**config.mk**
```make
export PLATFORM = sky130hd
export DESIGN_NAME = parity_frame_tx
export DESIGN_NICKNAME = d
export VERILOG_FILES = /design/src/rtl/parity_pkg.sv /design/src/rtl/baud_tick_gen.sv /design/src/rtl/parity_frame_tx.sv
export SDC_FILE = /design/constraint.sdc
export NUM_CORES = 1
export LEC_CHECK = 0
export ABC_CLOCK_PERIOD_IN_PS = 2180
export BUFFER_PORTS_ARGS = -buffer_cell sky130_fd_sc_hd__buf_2
export CAP_MARGIN = 5
export CORE_MARGIN = 1
export CORE_UTILIZATION = 51
export CTS_BUF_LIST = sky130_fd_sc_hd__clkbuf_2 sky130_fd_sc_hd__clkbuf_4 sky130_fd_sc_hd__clkbuf_8
export DETAILED_ROUTE_END_ITERATION = 10
export PLACE_DENSITY = 0.75
export SLEW_MARGIN = 20
export SYNTH_ARGS = -nofsm -noshare
export SYNTH_HDL_FRONTEND = slang
export SYNTH_HIERARCHICAL = 1
export SYNTH_SLANG_ARGS = --single-unit
```
**constraint.sdc**
```tcl
create_clock -name clk -period 2.18 [get_ports clk]
set_input_delay 0.327 -clock clk [delete_from_list [all_inputs] [get_ports clk]]
set_output_delay 0.327 -clock clk [all_outputs]
set_load 0.02 [all_outputs]
```
**src/rtl/parity_pkg.sv**
```systemverilog
// Shared definitions for the parity frame transmitter: state encoding,
// line levels and the counter width helper.
package parity_pkg;

    typedef enum logic [2:0] {
        IDLE   = 3'd0,
        START  = 3'd1,
        DATA   = 3'd2,
        PARITY = 3'd3,
        STOP   = 3'd4
    } state_e;

    localparam logic START_BIT  = 1'b0;
    localparam logic STOP_BIT   = 1'b1;
    localparam logic IDLE_LEVEL = 1'b1;

    // Bits needed to count 0..n-1; never narrower than one bit so n=1 still works.
    function automatic int cnt_width(input int n);
        int w;
        w = 1;
        while ((1 << w) < n) begin
            w++;
        end
        return w;
    endfunction

endpackage

```
**src/rtl/baud_tick_gen.sv**
```systemverilog
// Bit-period timer: counts 0..BAUD_DIV-1 while enabled and emits a one-cycle
// tick on the last count of each bit period.
module baud_tick_gen
    import parity_pkg::*;
#(
    parameter int BAUD_DIV = 4
) (
    input  logic clk,
    input  logic srst,
    input  logic en,
    input  logic clr,
    output logic tick
);

    localparam int CW = cnt_width(BAUD_DIV);
    localparam logic [CW-1:0] LAST = CW'(BAUD_DIV - 1);

    logic [CW-1:0] cnt_q;
    logic [CW-1:0] cnt_d;

    assign tick = en && (cnt_q == LAST);

    always_comb begin
        cnt_d = cnt_q;
        if (clr) begin
            cnt_d = '0;
        end else if (en) begin
            cnt_d = tick ? '0 : cnt_q + CW'(1);
        end
    end

    always_ff @(posedge clk) begin
        if (srst) begin
            cnt_q <= '0;
        end else begin
            cnt_q <= cnt_d;
        end
    end

endmodule

```
**src/rtl/parity_frame_tx.sv**
```systemverilog
// Serialises one word per frame as start, data LSB-first, odd parity, stop,
// each bit held for BAUD_DIV clocks.
module parity_frame_tx
    import parity_pkg::*;
#(
    parameter int DATA_WIDTH = 3,
    parameter int BAUD_DIV   = 4
) (
    input  logic                  clk,
    input  logic                  rst,
    input  logic [DATA_WIDTH-1:0] data_in,
    input  logic                  load,
    output logic                  ready,
    output logic                  busy,
    output logic                  tx,
    output logic                  done
);

    localparam int IW = cnt_width(DATA_WIDTH);
    localparam logic [IW-1:0] LAST_IDX = IW'(DATA_WIDTH - 1);

    state_e                  state_q, state_d;
    logic [DATA_WIDTH-1:0]   shift_q, shift_d;
    logic [IW-1:0]           bit_idx_q, bit_idx_d;
    logic                    parity_q, parity_d;
    logic                    tx_q, tx_d;
    logic                    done_q, done_d;
    logic                    baud_tick;

    baud_tick_gen #(
        .BAUD_DIV(BAUD_DIV)
    ) u_baud (
        .clk  (clk),
        .srst (rst),
        .en   (state_q != IDLE),
        .clr  (state_q == IDLE),
        .tick (baud_tick)
    );

    always_comb begin
        state_d   = state_q;
        shift_d   = shift_q;
        bit_idx_d = bit_idx_q;
        parity_d  = parity_q;
        done_d    = 1'b0;

        case (state_q)
            IDLE: begin
                if (load) begin
                    shift_d   = data_in;
                    parity_d  = ~^data_in;
                    bit_idx_d = '0;
                    state_d   = START;
                end
            end
            START: begin
                if (baud_tick) begin
                    bit_idx_d = '0;
                    state_d   = DATA;
                end
            end
            DATA: begin
                if (baud_tick) begin
                    shift_d = shift_q >> 1;
                    if (bit_idx_q == LAST_IDX) begin
                        bit_idx_d = '0;
                        state_d   = PARITY;
                    end else begin
                        bit_idx_d = bit_idx_q + IW'(1);
                    end
                end
            end
            PARITY: begin
                if (baud_tick) begin
                    state_d = STOP;
                end
            end
            STOP: begin
                if (baud_tick) begin
                    state_d = IDLE;
                    done_d  = 1'b1;
                end
            end
            default: begin
                state_d = IDLE;
            end
        endcase

        // The line level is registered from the next state so tx changes on the same edge as the state.
        case (state_d)
            START:   tx_d = START_BIT;
            DATA:    tx_d = shift_d[0];
            PARITY:  tx_d = parity_d;
            STOP:    tx_d = STOP_BIT;
            default: tx_d = IDLE_LEVEL;
        endcase
    end

    always_ff @(posedge clk) begin
        if (rst) begin
            state_q   <= IDLE;
            shift_q   <= '0;
            bit_idx_q <= '0;
            parity_q  <= 1'b0;
            tx_q      <= IDLE_LEVEL;
            done_q    <= 1'b0;
        end else begin
            state_q   <= state_d;
            shift_q   <= shift_d;
            bit_idx_q <= bit_idx_d;
            parity_q  <= parity_d;
            tx_q      <= tx_d;
            done_q    <= done_d;
        end
    end

    assign busy  = (state_q != IDLE);
    assign ready = ~busy;
    assign tx    = tx_q;
    assign done  = done_q;

endmodule

```
# == Word level (Yosys, flattened, before mapping) ==
# Index checks and enable logic that the tools add are counted.
# totals
ff_bits,13
word_cells,54
# classes
addsub,2
n_eq_ne,12
n_mux,20
bitwise_logic,2
n_reduce_logical,10
# op_table
op,count
3-bit 2-to-1 mux,8
3-bit case mux with 5 select lines,1
3-bit by 2-bit equality test with 1-bit output (second input constant),4
2-bit 2-to-1 mux,5
3-bit by 1-bit equality test with 1-bit output (second input constant),2
2-bit case mux with 3 select lines,1
3-bit case mux with 2 select lines,1
3-bit nonzero test,2
2-bit by 1-bit adder with 2-bit output (second input constant),2
2-bit equality test (second input constant),2
2-bit by 1-bit != test with 1-bit output (second input constant),2
4-bit AND reduction,1
2-bit OR reduction,2
3-bit equality test (second input constant),1
3-bit logical NOT,1
1-bit 2-to-1 mux,3
1-bit case mux with 3 select lines,1
3-bit AND reduction,1
3-bit XNOR reduction,1
2-bit != test (second input constant),1
1-bit NOT,2
2-bit nonzero test,1
1-bit logical AND,1

# == Longest topological paths before layout ==
# Gate-level depths: netlist of the first run.
# depth
ltp_word,6
depth_mapped,7

# == By module ==
# Netlist of the first run, hierarchy kept.
# by_module_without_submodules
module,n_inst,cells_per_inst,area_per_inst_um2,seq_area_each_um2
parity_frame_tx,1,62,605.6,220.2
baud_tick_gen,1,9,101.3,40.0

# == Worst setup path after synthesis of the first run ==
# OpenSTA, ideal clock, no wires.
# synth_timing
kind,reg-to-reg
startpoint,register state_q[2]
endpoint,register tx_q (netlist: tx)
setup_ns,0.120
arrival_ns,2.193
required_time_ns,2.060
slack_ns,-0.133
stages_incl_launch_ff,8
period_less_slack_ns,2.313
path_cell_list,dfxtp_1 > buf_6 > or3_1 > and2_1 > nor4bb_4 > a311oi_1 > nand4bb_1 > a211o_1
# synth_between
elab_chain_len,6
# synth_rtl
item,line_no,rtl
start: declaration,parity_frame_tx.sv:22,"state_e state_q, state_d;"
start signal: assignment,parity_frame_tx.sv:108,state_q <= state_d;
3-bit nonzero test *,-,
via busy,parity_frame_tx.sv:14,"output logic busy,"
1-bit logical AND *,baud_tick_gen.sv:21,assign tick = en && (cnt_q == LAST);
via baud_tick,parity_frame_tx.sv:28,logic baud_tick;
"3-bit 2-to-1 mux, on equally long branches",-,
3-bit case mux with 5 select lines,parity_frame_tx.sv:47,case (state_q)
3-bit by 2-bit equality test with 1-bit output / 3-bit by 1-bit equality test with 1-bit output (equally long branches),parity_frame_tx.sv:90,case (state_d)
1-bit case mux with 3 select lines *,parity_frame_tx.sv:90,
end signal: assignment,parity_frame_tx.sv:112,tx_q <= tx_d;
end: declaration,parity_frame_tx.sv:26,"logic tx_q, tx_d;"
# Mark *: on every way through the listed nets, which the timed path passes. The rest lies on a longest branch. The select of a mux whose other input is x is not followed.
# A chain may end at the register's enable or synchronous reset.

# == Worst setup path after layout of the first run ==
# layout_timing
startpoint,register state_q[2]
endpoint,register tx_q (netlist: tx)
# layout_between
elab_chain_len,6
# layout_rtl
item,line_no,rtl
3-bit nonzero test *,parity_frame_tx.sv:35,".en (state_q != IDLE),"
1-bit logical AND *,baud_tick_gen.sv:21,
via baud_tick,parity_frame_tx.sv:28,
"3-bit 2-to-1 mux, on equally long branches",-,
3-bit case mux with 5 select lines,parity_frame_tx.sv:47,
3-bit by 2-bit equality test with 1-bit output / 3-bit by 1-bit equality test with 1-bit output (equally long branches),parity_frame_tx.sv:90,
1-bit case mux with 3 select lines *,parity_frame_tx.sv:90,
# Marks and branches as above.

==> results summary, run 1 <==
The number of enable flip-flop cells after synthesis is 0. The total power divided by cell area is 594 nW/um^2. The number of nets in the synthesized netlist is 78.

The amount of wire on met3 after detailed routing is 29 um. TritonCTS built the clock tree. The run finished with clean final reports. Setup violations remaining at the end of the flow were counted as 0. The highest layer touched by signal routing is met4. Of the synthesized area, sequential elements account for 36.8%.

The dominant cell type by area after synthesis is dfxtp_1. The share of synthesized registers carrying an async set or reset came out at 0%. The startpoint class of the critical path is a flip-flop.

For this design, the sink count on the clock tree is 13. The maximum fanout count along the critical path came out at 6. The root buffer cell is clkbuf_4. The minimum clock period after layout is 1990 ps. The total track usage came out at 20.8%. The cell area after synthesis is 707 um^2. The area enclosed by the die boundary came out at 1540 um^2. Entering global routing, the biggest net connects 14 pins. The worst slew margin relative to its limit came out at 70.9%. The total global routing overflow came out at 0. Setup slack on the worst reg-to-reg path comes out at 190 ps. The share of post-route cells with drive strength above 1 is 31.0%. The worst hold path begins at data_in[2]. Summed over all layers, the routed wires come to 1.27 mm. The largest buffer count on any clock path is 2. The remaining routing DRC violations is 0. Counting both buffers and inverters, the worst setup path holds a total of 0. Setup repair after global routing left no endpoint under its margin. CTS built an H-tree with a depth of 1. The final hold violation count is 0.

The gate count after technology mapping is 71. For the pin with the worst max-slew slack, the measured transition is 434 ps. The final clock skew is 4.51 ps. The timing-limited maximum frequency is 0.503 GHz. The number of vias in the routed layout is 558. The number of global-route vias before repair came to 531. The startpoint identified for the worst register-to-register timing path is state_q[2]. The most frequent cell after synthesis is dfxtp_1. The signal on the critical path passes through or3_4 -> and2_1 -> nor4bb_4 -> a311oi_2 -> nand4bb_1 -> a211o_1. The clock latency at the later pin of the worst-skew pair is 270 ps.

The arrival time at the worst endpoint is 2150 ps. The cell with the biggest individual delay on the critical path is or3_4. The fraction of post-synthesis cell area in the top cell type by area came out at 36.8%. The critical path in this run is classified as reg2reg. The kind of path behind the tightest hold check is in2reg. Wire segments on met2 add up to 625 um in the final route. Pin placement for this block handled 10 I/O pins. The post-synthesis to final-layout area growth is 14.7%. The sequential cell area came out at 260 um^2. Summing internal, switching and leakage power gives 0.482 mW. The number of resized instances in the post-cts repair step came out at 0. The number of buffers inserted by post-CTS setup repair came out at 0. The first-pass GRT wire length is 2.13 mm. The number of antenna violations at the first check in global routing was 0. In the final layout, the multi-input gates occupy 419 um^2. The sum of negative setup slack is 0 ps. The count of port buffers added during placement came out at 9. The worst setup path is captured at a flip-flop.

The remaining antenna violation count after routing is 0. The height of the chip came out at 39.2 um. The detailed-router iteration count before antenna repair is 3.

The area inside the core boundary came out at 1300 um^2. The ratio of final minimum period to clock period came out at 91.3%. The net total in the final layout is 92. The worst-case reg-to-reg path depth came out at 6. The starting utilization of the core area came out at 54.3%. The worst register-to-register path ends at tx.

Among cell families on the critical path, the largest total delay comes from simple AND/OR/NAND/NOR gates. The tool flagged a number of max-cap violations equal to 0. The cell count of the worst hold path came out at 3. Row generation in the floorplan step produced 13 rows. The worst vdd rail ir drop is 0.395 mV. The Yosys step of the flow raised 6 warnings.

The final estimated routing congestion in global placement came out at 0.721. The endpoint with the worst hold slack is shift_q[2]. The clock-pin slew of the registers on the worst-case setup and hold paths came out at 80 ps. The wire-length estimate of the detail-placed layout is 937 um.

The reported leakage power came out at 0.312 nW. After detailed routing, the number of vias per cell comes to 5.64. By count the netlist is led by dfxtp_1 (13), a21oi_1 (6), nand2_1 (4), nor2_1 (4). The number of DRC markers after the initial detailed-route iteration is 6. The number of buffers inserted during clock tree synthesis is 3. The antenna diode count came out at 0.

In this run, post-CTS hold repair placed 0 buffers. The die is 39.2 um wide. The worst stage delay on the critical path is 410 ps. By area the synthesized netlist is led by dfxtp_1 (37%), a21oi_1 (4.2%), nor4bb_4 (3.5%), nor4b_4 (3.4%), a22oi_1 (3.2%). The number of filler cells placed in the layout came out at 116.

The number of max-slew violations in the final report is 0. The data required time of the worst path is 2340 ps. After detailed routing, the wire length on met1 is 609 um. The main flop type after synthesis is dfxtp_1. Counting flops and latches in the post-synthesis netlist gives 13. Synthesis instantiated 39 different standard cells from the library. The wire length per cell is 12.8 um. The mean area per synthesized cell is 9.96 um^2.
## power by group
part | internal, mW | switching [mW] | total (mW)
Sequential | 0.246 | 0.00380 | 0.250
Combinational | 0.0318 | 0.0399 | 0.0717
Clock | 0.0833 | 0.0769 | 0.160
Total | 0.361 | 0.121 | 0.482
## area by class of cell
| type | count | area share, % |
|---|---|---|
| Clock buffer | 4 | 3.70 |
| Inverter | 2 | 0.926 |
| Multi-Input combinational cell | 52 | 51.7 |
| Sequential cell | 13 | 32.1 |
| Tap cell | 15 | 2.31 |
| Timing Repair Buffer | 13 | 9.26 |
## cells in the final DEF (no fill, tap or decap), drive strengths merged
cell	count
a211o	1
a211oi	2
a21boi	1
a21oi	6
a22o	1
a22oi	3
a311oi	1
and2	2
and3b	1
buf	13
clkbuf	4
dfxtp	13
ha	1
inv	2
mux2i	1
nand2	4
nand2b	1
nand3	1
nand4b	1
nand4bb	2
nor2	4
nor2b	1
nor3	1
nor3b	1
nor4b	2
nor4bb	1
o21bai	2
o31ai	2
or2b	1
or3	3
or3b	1
or4b	2
xnor2	1
xor2	1
## worst max path at each step
stage,start,to,cells past startpoint
CTS,state_q[2],tx,6
global placement,state_q[2],tx,6
finish,state_q[2],tx,6
floorplan,state_q[2],tx,7
global route,state_q[2],tx,6
detailed placement,state_q[2],tx,6
## routing by layer
| metal | track usage (%) | vias to the layer above |
|---|---|---|
| met4 | 10.3 | 0 |
| met5 | 0 | - |
| li1 | - | 297 |
| met3 | 3.47 | 2 |
| met1 | 24.4 | 251 |
| met2 | 35.8 | 8 |
## registers in the layout (all words and copies together) (netlist names)
name          count
bit_idx_q         2
done              1
parity_q          1
shift_q           3
state_q           3
tx                1
u_baud/cnt_q      2
## stage by stage
step           hold slack, ps  util (%)  area, um^2  setup slack [ps]  instances
2_1_floorplan             392         -         718              34.1         71
6_report                  343      62.3         811               190         99
5_1_grt                   353      62.3         811               118         99
3_5_place_dp              467      60.0         781               231         95
4_1_cts                   335      62.3         811               196         99
3_3_place_gp              466      60.0         781               237         95
## logic make-up after synthesis
kind of cell             count (synthesis)  synth area share (%)
AO/OA/AOI/OAI                           19                  20.0
AND/OR/NAND/NOR                         29                  32.0
multiplexers                             1                  1.42
buffers and inverters                    6                  5.49
flip-flops                              13                  36.8
adder cells (fa/ha/maj)                  1                  1.77
XOR/XNOR                                 2                  2.48
## worst register-to-register path, delay by kind of cell (launching register included)
kind	cells	cell delay (ps)
DFF	1	310
AOI/OAI and AO/OA	2	670
and+or+nand+nor	4	900
(Power assumes the default switching activity.)
==> inputs of run 2 (changes only) <==
--- a/config.mk
+++ b/config.mk
@@ -5,6 +5,7 @@
 export SDC_FILE = /design/constraint.sdc
 export NUM_CORES = 1
 export LEC_CHECK = 0
+export ABC_AREA = 1
 export ABC_CLOCK_PERIOD_IN_PS = 2180
 export BUFFER_PORTS_ARGS = -buffer_cell sky130_fd_sc_hd__buf_2
 export CAP_MARGIN = 5
==> results summary, run 2 <==
The final clock skew was 4.30 ps (-0.216 ps). The worst setup path is of the reg2reg kind. The cell area after synthesis is 698 um^2 (-1.2%). The cell count of the worst hold path came out at 3 (unchanged).

The data required time of the worst path is 2350 ps (about the same). The flop-to-flop setup slack was 480 ps (+290 ps). The mean area per synthesized cell came to 6.52 um^2 (-34%). The worst-case reg-to-reg path depth was 10 (+4). The largest registers in the layout are shift_q: 3 flops, state_q: 3 flops.

The reported leakage power is 0.386 nW (+24%). The final hold violation count came out at 0 (unchanged). The number of synthesized register bits is 13 (unchanged). The placed cell area is 757 um^2 (-3.0%).

Setup repair after global routing left no endpoint under its margin. The sequential area share after synthesis came out at 37.3% (+0.46 points). The run finished with clean final reports. The arrival time at the worst endpoint is 1870 ps (-280 ps). The number of rows created at floorplan is 12 (-1). The number of antenna violations at the first check in global routing is 0 (unchanged). The internal power of the cells is 0.361 mW (-0.20%).

The number of buffers inserted by post-CTS setup repair is 0 (unchanged). TritonCTS built the clock tree. The half-perimeter wire length after detailed placement came out at 930 um (-0.81%). The worst stage delay on the critical path came out at 470 ps (+60 ps).

The number of global-route vias before repair came out at 548 (+3.2%). STA classifies the critical path startpoint as a flip-flop. The cell area after layout was 787 um^2 (-2.9%). The width of the die came out at 39 um (-0.59%). The count of cell types in the netlist came out at 18 (-54%).

The number of nets in the synthesized netlist came out at 114 (+46%). The number of resized instances in the post-cts repair step is 0 (unchanged). The wire length per cell came out at 9.20 um (-28%). The length of routed wiring on met1 came out at 623 um (+2.3%).

The number of top-level pins came to 10 (unchanged). The remaining antenna violation count after routing came out at 0 (unchanged). The worst slew margin relative to its limit was 83.2% (+12 points). The number of max-slew violations in the final report came out at 0 (unchanged). The remaining routing DRC violations is 0 (unchanged). The total power divided by cell area is 631 nW/um^2 (+6.1%).

The timing-limited maximum frequency came to 0.588 GHz (+17%). The number of DRC markers after the initial detailed-route iteration was 23 (+17). The final estimated routing congestion in global placement is 0.805 (+12%).

The worst vdd rail ir drop is 0.409 mV (+3.5%). The total routed wirelength is 1.22 mm (-3.7%). The root buffer cell is clkbuf_4. The final setup violation count came out at 0 (unchanged). The final instance count without filler cells is 133 (+34%). Among all flip-flop cells after synthesis, the most frequent one is dfxtp_1. For hold timing, the worst endpoint is shift_q[2].

The switching power total was 0.136 mW (+12%). The hold buffer count at cts came to 0 (unchanged). The total of max-cap violations is 0 (unchanged). The net total in the final layout is 127 (+38%). The overall power of the completed layout came to 0.496 mW (+3.0%).

Signal routing reaches up to met4. The detailed-router iteration count before antenna repair came to 5 (+2). The area enclosed by the die boundary came out at 1520 um^2 (-1.2%). Yosys attributes the largest share of cell area to dfxtp_1 (37%), nand2_1 (11%), inv_1 (9.7%), nor2_1 (9.7%), nand3_1 (7.2%). The portion of total power attributed to the clock network came out at 32.6% (-0.6 points). STA classifies the critical path endpoint as a flip-flop.

By count the netlist is led by nand2_1 (21), inv_1 (18), nor2_1 (18). The clock latency at the later pin of the worst-skew pair came out at 270 ps (about the same). The share of post-route cells with drive strength above 1 is 18.5% (-12 points).

The sum of negative setup slack came out at 0 ps (unchanged). The fraction of post-synthesis cell area in the top cell type by area is 37.3% (+0.46 points). The clock-pin slew of the registers on the worst-case setup and hold paths was 80 ps (about the same).

The fraction of power spent switching nets is 27.3% (+2.3 points). The antenna diode count came to 0 (unchanged). The ratio of final minimum period to clock period is 78.0% (-13 points).

The count of port buffers added during placement was 9 (unchanged). The share of synthesized registers carrying an async set or reset is 0% (unchanged). The starting utilization of the core area is 58.9% (+4.5 points). The area inside the core boundary came out at 1190 um^2 (-8.8%). From synthesis to final layout, the design area changed by 12.7%. The maximum fanout count along the critical path is 7 (+1). The most frequent cell after synthesis is nand2_1.

The synthesis warning total is 6 (unchanged). In this run the most critical hold path is launched from data_in[2]. The min-delay analysis places its worst path in the category in2reg. The number of vias in the routed layout came out at 677 (+21%). The met2 wire length is 525 um (-16%). The total global routing overflow is 0 (unchanged). The transition time at the pin with the least slew margin came out at 252 ps (-183 ps). The largest buffer count on any clock path came to 2 (unchanged). In this design, the largest share of critical-path delay is due to simple AND/OR/NAND/NOR gates. The worst register-to-register path ends at bit_idx_q[1]. The worst reg2reg path startpoint is state_q[1]. The number of cells after detailed placement is 129 (+36%). The number of clock sinks came to 13 (unchanged).

The amount of wire on met3 after detailed routing came out at 66 um (+130%). The portion of total power attributed to sequential cells came out at 51.9% (about the same). The first-pass GRT wire length came out at 2.14 mm (+0.66%).

The critical path goes through inv_2 -> nand2_1 -> nand2_1 -> inv_1 -> nand2_2 -> nor3_1 -> nand3b_1 -> inv_1 -> nor2_1 -> nor2_1. The combinational share of power came out at 15.5% (+0.6 points). The library cell used most frequently in the layout, excluding fill and tap cells, is nand2_1. The gate count after technology mapping is 107 (+51%). The height of the chip is 39 um (-0.59%).

The library cells used most frequently in the layout, excluding fill and tap cells, are nand2_1 (21), inv_1 (18), nor2_1 (18). The maximum number of pins on one net before global-route repair is 11 (-3). The total number of H-tree levels was 1 (unchanged).

The number of enable flip-flop cells after synthesis is 0 (unchanged). The count of buffering cells on the critical path with inverters included is 3 (+3). The number of buffers inserted during clock tree synthesis came out at 3 (unchanged). The minimum clock period after layout came out at 1700 ps (-289 ps).

The cell with the biggest individual delay on the critical path is dfxtp_1. The via count normalized by instance count came out at 5.09 (-9.7%). The biggest area contributor in the post-synthesis netlist is dfxtp_1. The total track usage is 20.7% (-0.14 points).
## run 2: cell families (layout without fill, tap and decap cells)
family	count (synthesis)	count (layout)	synth area share [%]
compound gates	9	9	6.45
simple gates	63	63	43.2
fa+ha+maj	1	1	1.79
buf+inv	21	33	11.3
flops	13	13	37.3
## run 2: cell type report
class,count,area [um^2]
clock buffers,4,30.0
inverters,20,75.1
multi-input cells,73,359
fillers,107,399
repair buffers,9,45.0
flip-flops and latches,13,260
well taps,14,17.5
## run 2: tightest hold or removal path, cell delays in order
cell and delay (ps):
buf_2 110, nand2_1 60, a21oi_1 50
## run 2: how the worst max path moves through the flow
stage                          start  slack (ps)  depth (start not counted)            to
after floorplan           state_q[1]         570                         11            tx
after global placement    state_q[1]         530                         10  bit_idx_q[1]
after detailed placement  state_q[1]         520                         10  bit_idx_q[1]
after CTS                 state_q[1]         500                         10  bit_idx_q[1]
after global routing      state_q[1]         270                         10  bit_idx_q[0]
final                     state_q[1]         480                         10  bit_idx_q[1]
## run 2: through the flow
step                setup slack, ps  util (%)  hold slack [ps]
floorplan                       575         -              439
global placement                530      63.8              450
detailed placement              517      63.8              456
CTS                             500      66.4              319
global route                    266      66.4              335
finish                          480      66.4              317
## run 2: power by group through the flow
stage	logic (mW)	registers (mW)	clock network, mW
after floorplan	0.0549	0.264	0
after global placement	0.0763	0.263	0
after detailed placement	0.0771	0.263	0
after CTS	0.0775	0.258	0.165
after global routing	0.0884	0.259	0.177
final	0.0768	0.258	0.162
## run 2: layer usage
layer  up-vias  GRT usage [%]
met5         -              0
met4         0           7.76
met3         2           3.47
met2        21           32.9
met1       293           27.4
li1        361              -
